### src/rtl/prng256_sched.sv
// prng256_sched: job sequencer for the 256-bit AES-CTR PRNG datapath.
// It latches a job on start and issues one counter per cycle, gated by credits.
// It captures PRNG results into an output FIFO and streams them out as valid/ready.
// Optional build macro PRNG256_SCHED_ABORT_EN adds an abort input that
// cancels the running job.
module prng256_sched #(
    parameter int CNT_W      = 32,
    parameter int FIFO_DEPTH = 8
) (
    input  logic               CLK,
    input  logic               RST,
    input  logic [127:0]       cfg_key,
    input  logic [6:0]         cfg_prefix,
    input  logic [CNT_W-1:0]   cfg_cnt_base,
    input  logic [CNT_W-1:0]   cfg_nblk,
    input  logic               start,
`ifdef PRNG256_SCHED_ABORT_EN
    input  logic               abort,
`endif
    output logic               busy,
    output logic               done,
    output logic [127:0]       prng_kin,
    output logic [6:0]         prng_prefix,
    output logic [CNT_W-1:0]   prng_cnt,
    output logic               prng_drdy,
    input  logic               prng_dvld,
    input  logic [255:0]       prng_dout,
    output logic [255:0]       m_data,
    output logic               m_valid,
    input  logic               m_ready,
    output logic               err_unexp
);

    localparam int PTR_W = $clog2(FIFO_DEPTH);
    localparam int OCC_W = PTR_W + 1;
    localparam logic [OCC_W:0] DEPTH_V = (OCC_W + 1)'(FIFO_DEPTH);

    typedef enum logic [1:0] {IDLE, RUN, DRAIN, DONE} state_t;

    state_t             state_reg, state_next;
    logic [CNT_W-1:0]   remaining_reg;
    logic [CNT_W-1:0]   next_cnt_reg;
    logic [OCC_W-1:0]   inflight_reg, inflight_next;
    logic [OCC_W-1:0]   fifo_count_reg, fifo_count_next;
    logic [PTR_W-1:0]   wr_ptr_reg, rd_ptr_reg;
    logic [255:0]       fifo_mem [FIFO_DEPTH];
    logic               prng_drdy_reg;
    logic [CNT_W-1:0]   prng_cnt_reg;
    logic [127:0]       prng_kin_reg;
    logic [6:0]         prng_prefix_reg;
    logic               err_unexp_reg;
    logic               discard_reg;

    logic               issue, capture, push, pop, flush, credit_ok, abort_hit;

`ifdef PRNG256_SCHED_ABORT_EN
    assign abort_hit = abort && ((state_reg == RUN) || (state_reg == DRAIN));
`else
    assign abort_hit = 1'b0;
`endif

    // Credit check, FIFO/inflight bookkeeping and next-state decode.
    always_comb begin
        state_next      = state_reg;
        issue           = 1'b0;
        flush           = abort_hit;
        credit_ok       = ({1'b0, fifo_count_reg} + {1'b0, inflight_reg}) < DEPTH_V;
        capture         = prng_dvld && (inflight_reg != '0);
        push            = capture && !discard_reg && !flush;
        pop             = (fifo_count_reg != '0) && m_ready && !flush;
        inflight_next   = inflight_reg;
        fifo_count_next = fifo_count_reg;

        if ((state_reg == RUN) && !abort_hit && (remaining_reg != '0) && credit_ok)
            issue = 1'b1;

        case ({issue, capture})
            2'b10:   inflight_next = inflight_reg + OCC_W'(1);
            2'b01:   inflight_next = inflight_reg - OCC_W'(1);
            default: inflight_next = inflight_reg;
        endcase

        if (flush) begin
            fifo_count_next = '0;
        end else begin
            case ({push, pop})
                2'b10:   fifo_count_next = fifo_count_reg + OCC_W'(1);
                2'b01:   fifo_count_next = fifo_count_reg - OCC_W'(1);
                default: fifo_count_next = fifo_count_reg;
            endcase
        end

        case (state_reg)
            IDLE:  if (start) state_next = (cfg_nblk == '0) ? DONE : RUN;
            RUN: begin
                if (abort_hit)
                    state_next = DRAIN;
                else if (issue && (remaining_reg == CNT_W'(1)))
                    state_next = DRAIN;
            end
            // Leave as soon as the final beat is popped, so done follows it directly.
            DRAIN: if ((inflight_next == '0) && (fifo_count_next == '0)) state_next = DONE;
            DONE:  state_next = IDLE;
            default: state_next = IDLE;
        endcase
    end

    // Control state, job registers and registered PRNG interface.
    always_ff @(posedge CLK) begin
        if (RST) begin
            state_reg       <= IDLE;
            remaining_reg   <= '0;
            next_cnt_reg    <= '0;
            inflight_reg    <= '0;
            fifo_count_reg  <= '0;
            wr_ptr_reg      <= '0;
            rd_ptr_reg      <= '0;
            prng_drdy_reg   <= 1'b0;
            prng_cnt_reg    <= '0;
            prng_kin_reg    <= '0;
            prng_prefix_reg <= '0;
            err_unexp_reg   <= 1'b0;
            discard_reg     <= 1'b0;
        end else begin
            state_reg      <= state_next;
            inflight_reg   <= inflight_next;
            fifo_count_reg <= fifo_count_next;
            prng_drdy_reg  <= issue;

            if ((state_reg == IDLE) && start) begin
                remaining_reg   <= cfg_nblk;
                next_cnt_reg    <= cfg_cnt_base;
                prng_kin_reg    <= cfg_key;
                prng_prefix_reg <= cfg_prefix;
            end else if (issue) begin
                prng_cnt_reg  <= next_cnt_reg;
                next_cnt_reg  <= next_cnt_reg + CNT_W'(1);
                remaining_reg <= remaining_reg - CNT_W'(1);
            end else if (abort_hit) begin
                remaining_reg <= '0;
            end

            if (flush) begin
                wr_ptr_reg <= '0;
                rd_ptr_reg <= '0;
            end else begin
                if (push) wr_ptr_reg <= wr_ptr_reg + PTR_W'(1);
                if (pop)  rd_ptr_reg <= rd_ptr_reg + PTR_W'(1);
            end

            // A result with nothing outstanding means the PRNG was not reset with us.
            if (prng_dvld && (inflight_reg == '0))
                err_unexp_reg <= 1'b1;

            if (flush)
                discard_reg <= 1'b1;
            else if (state_reg == DONE)
                discard_reg <= 1'b0;
        end
    end

    // FIFO storage; contents need no reset because occupancy gates every read.
    always_ff @(posedge CLK) begin
        if (push)
            fifo_mem[wr_ptr_reg] <= prng_dout;
    end

    assign busy        = (state_reg != IDLE);
    assign done        = (state_reg == DONE);
    assign prng_drdy   = prng_drdy_reg;
    assign prng_cnt    = prng_cnt_reg;
    assign prng_kin    = prng_kin_reg;
    assign prng_prefix = prng_prefix_reg;
    assign m_valid     = (fifo_count_reg != '0);
    assign m_data      = m_valid ? fifo_mem[rd_ptr_reg] : '0;
    assign err_unexp   = err_unexp_reg;

endmodule

### config.mk
export PLATFORM = sky130hd
export DESIGN_NAME = prng256_sched
export DESIGN_NICKNAME = d
export VERILOG_FILES = /design/src/rtl/prng256_sched.sv
export SDC_FILE = /design/constraint.sdc
export NUM_CORES = 2
export LEC_CHECK = 0
export CORE_MARGIN = 8
export CORE_UTILIZATION = 61
export DETAILED_ROUTE_END_ITERATION = 6
export PLACE_DENSITY_LB_ADDON = 0.12
export SETUP_SLACK_MARGIN = 0.5
export SYNTH_ARGS = -nofsm -noshare
export SYNTH_HDL_FRONTEND = slang
export SYNTH_SLANG_ARGS = --single-unit
### constraint.sdc
create_clock -name CLK -period 34.2 [get_ports CLK]
set_clock_uncertainty 0.2 [all_clocks]
set_input_delay 5.13 -clock CLK [delete_from_list [all_inputs] [get_ports CLK]]
set_output_delay 5.13 -clock CLK [all_outputs]
set_load 0.02 [all_outputs]
==> impl_metrics.yaml <==
setup_path:
  ff2ff_path_depth: 13
  r2r-start: "fifo_count_reg[3]"
  crit_type: "flop to primary output"
  path_common_cell: "buf_4"
  worstPathRequired_ns: 28.87
  cp_num_buf_inv: 4
  cp-end-kind: "primary output"
  cpMaxStageDelayCell: "dfxtp_4"
  crit_family: "buffers and inverters"
  cp-start-kind: "flop"
  reg2reg_slack_ns: 29.13
  slowest_delay_ns: 0.94
  reg2reg_to: "state_reg[0]"
  cp.arrival_ns: 5.99
  cp_cell_sequence: "buf_4, buf_4, buf_4, mux4_2, mux2i_1, nor2_1, clkdlybuf4s50_1"
  cp_max_fo: 48
cts:
  clock-sinks: 2300
  cts-root-buf: "clkbuf_16"
  cts.clk_slew.worst_paths_ns: 0.06
  cts_tree: "built"
  hold_buffers: 0
  clk_latency_ns: 0.81
  numCtsBuffers: 218
  clockBufferDepth: 3
  h-tree-depth: 4
  post_cts_buffers: 0
  cts_resized: 0
grt:
  grt_pass1_wl_um: 321000
  grt_max_degree: 143
  grt_pass1_vias: 46900
  grt_usage_pct: 27.9
  overflow: 0
  antenna_found_initial: 74
final_layout:
  fin_util_pct: 73.7
  finish.instance_area_um2: 106000
  drive_above_1_share_pct: 15.8
  final_nets: 5955
  synthToLayoutAreaGrowth_pct: 20.3
  largest_register_ffs: 2048
  final_cell_mix: "2,048 x edfxtp_1, 886 x clkdlybuf4s50_1, 512 x mux4_2, 363 x nand2_1, 345 x nor2_1"
  final_common_cell: "edfxtp_1"
hold_path:
  whs_path_depth: 2
  hold_end: "prng_kin[45]"
  hp-start: "prng_kin[45]"
  hold_path_class: "flop to flop"
sta:
  tightest_slew_ns: 1.17
  rsz0062_at_grt: "false"
  period_share_pct: 33.1
  post-route-min-period_ns: 11.32
  max_clock_freq_mhz: 88.3
  setup_ws_ns: 22.88
  setup_violations: 0
  holdWs_ns: 0.253
  drv_slew: 0
  final.setup.tns_ns: 0
  max_slew_margin_pct: 21.9
  hold_violations: 0
yosys:
  syn-mean-instance-area_um2: 19.2
  synthArstFlopShare_pct: 0
  ys_seq_area_share_pct: 75.8
  syn-num-nets: 5052
  syn_area_um2: 87800
  synth-seq-cells: 2300
  synth-edff-count: 2048
  synthCells: 4570
  synth_top_flop_cell: "edfxtp_1"
  yosysUniqueCellTypes: 53
  yosys_warnings: 0
power_and_ir_drop:
  powerDensity_nw_per_um2: 78.2
  worst_ir_drop_vdd_mv: 0.154
  p_leak_nw: 32.5
routing:
  routed-via-count: 46400
  wl_um: 223000
  drt-initial-drc-count: 4052
  antenna_left: 0
  drc_errors: 0
  vias_per_cell: 6.12
  post_drt_wl_per_cell_um: 29.4
  drt_pass1_iterations: 7
run:
  cap_viol_max_count: 0
placement:
  place_area_um2: 98700
  detailedPlace.worstSlack_ns: 23.51
  hpwl_um: 133000
  gp_congestion: 0.915
  portBuffers: 887
die:
  start_util_pct: 61.3
  num_rows: 139
  coreArea_um2: 143000
  die_w_um: 395
  io_pins: 888
  die_h_um: 395
  die_area_um2: 156000
outcome:
  status: "complete, no violations"
## synthesized netlist by cell type, drive strengths merged (2+ instances only)
master   count  area [µm²]
edfxtp    2048       61500
mux4       512       11500
nand2      364        1370
nor2       352        1320
mux2i      259        2590
dfxtp      252        5040
a21oi      178         891
clkbuf     159         597
buf        102         412
a211oi      59         443
xnor2       36         315
nor4        31         194
nor3        25         125
xor2        22         193
ha          20         250
inv         20        75.1
nand3       16        80.1
nand4       15        93.8
a311oi      11        96.3
or3         11        68.8
o21ai        9        45.0
nor2b        8        50.1
or4          7        60.1
and4         6        52.6
nor3b        6        45.0
nand2b       5        31.3
and3         4        25.0
nor4b        4        35.0
and2         3        18.8
nand4b       3        26.3
or2          3        18.8
a2111oi      2        17.5
a22oi        2        15.0
fa           2        40.0
or4b         2        20.0
## per-layer routing
| metal | global-route usage, % | wire, µm | vias to the layer above |
|---|---|---|---|
| met5 | 0 | 327 | - |
| met3 | 8.07 | 18100 | 406 |
| li1 | - | - | 20100 |
| met1 | 34.2 | 81600 | 24100 |
| met2 | 46.4 | 112000 | 1779 |
| met4 | 12.4 | 10400 | 50 |
## through the flow
step	cells	total power, W
final	7584	0.00826
after CTS	7557	0.00835
after floorplan	4570	0.00502
after detailed placement	7156	0.00605
after global placement	7156	0.00603
after global routing	7570	0.00857
## tightest hold or removal path, stage by stage, from the launching register on
cell,delay (ns)
dfxtp_1,0.31
nand2_1,0.05
a21oi_1,0.05
## logic make-up after synthesis
group / count (synthesis) / share of synthesized area, %
fa+ha+maj: 22 / 0.331
buf+inv: 282 / 1.24
xor+xnor: 58 / 0.579
flops: 2300 / 75.8
mux: 771 / 16.1
simple gates: 867 / 4.16
compound gates: 270 / 1.82
## report_power, final
| part | internal (W) | switching, W | total, W |
|---|---|---|---|
| clock | 0.00128 | 0.00102 | 0.00229 |
| combinational | 0.00109 | 0.00150 | 0.00260 |
| sequential | 0.00328 | 0.0000944 | 0.00337 |
## layout make-up
class,count,area (µm²)
Sequential cell,2300,66600
Inverter,21,83.8
Timing Repair Buffer,944,9490
Tap cell,1903,2380
Clock inverter,135,1140
Clock buffer,266,5670
Antenna cell,27,67.6
Multi-Input combinational cell,1988,20200
Fill cell,8388,37700
## how the worst max path moves through the flow
stage,end,slack [ns],cells past startpoint
after floorplan,fifo_mem[0][0],10.12,4
after global routing,m_data[4],22.23,7
after global placement,m_data[135],23.54,7
after CTS,m_data[4],22.56,7
after detailed placement,m_data[135],23.51,7
final,m_data[4],22.88,7
Power figures use the tool's default switching activity.
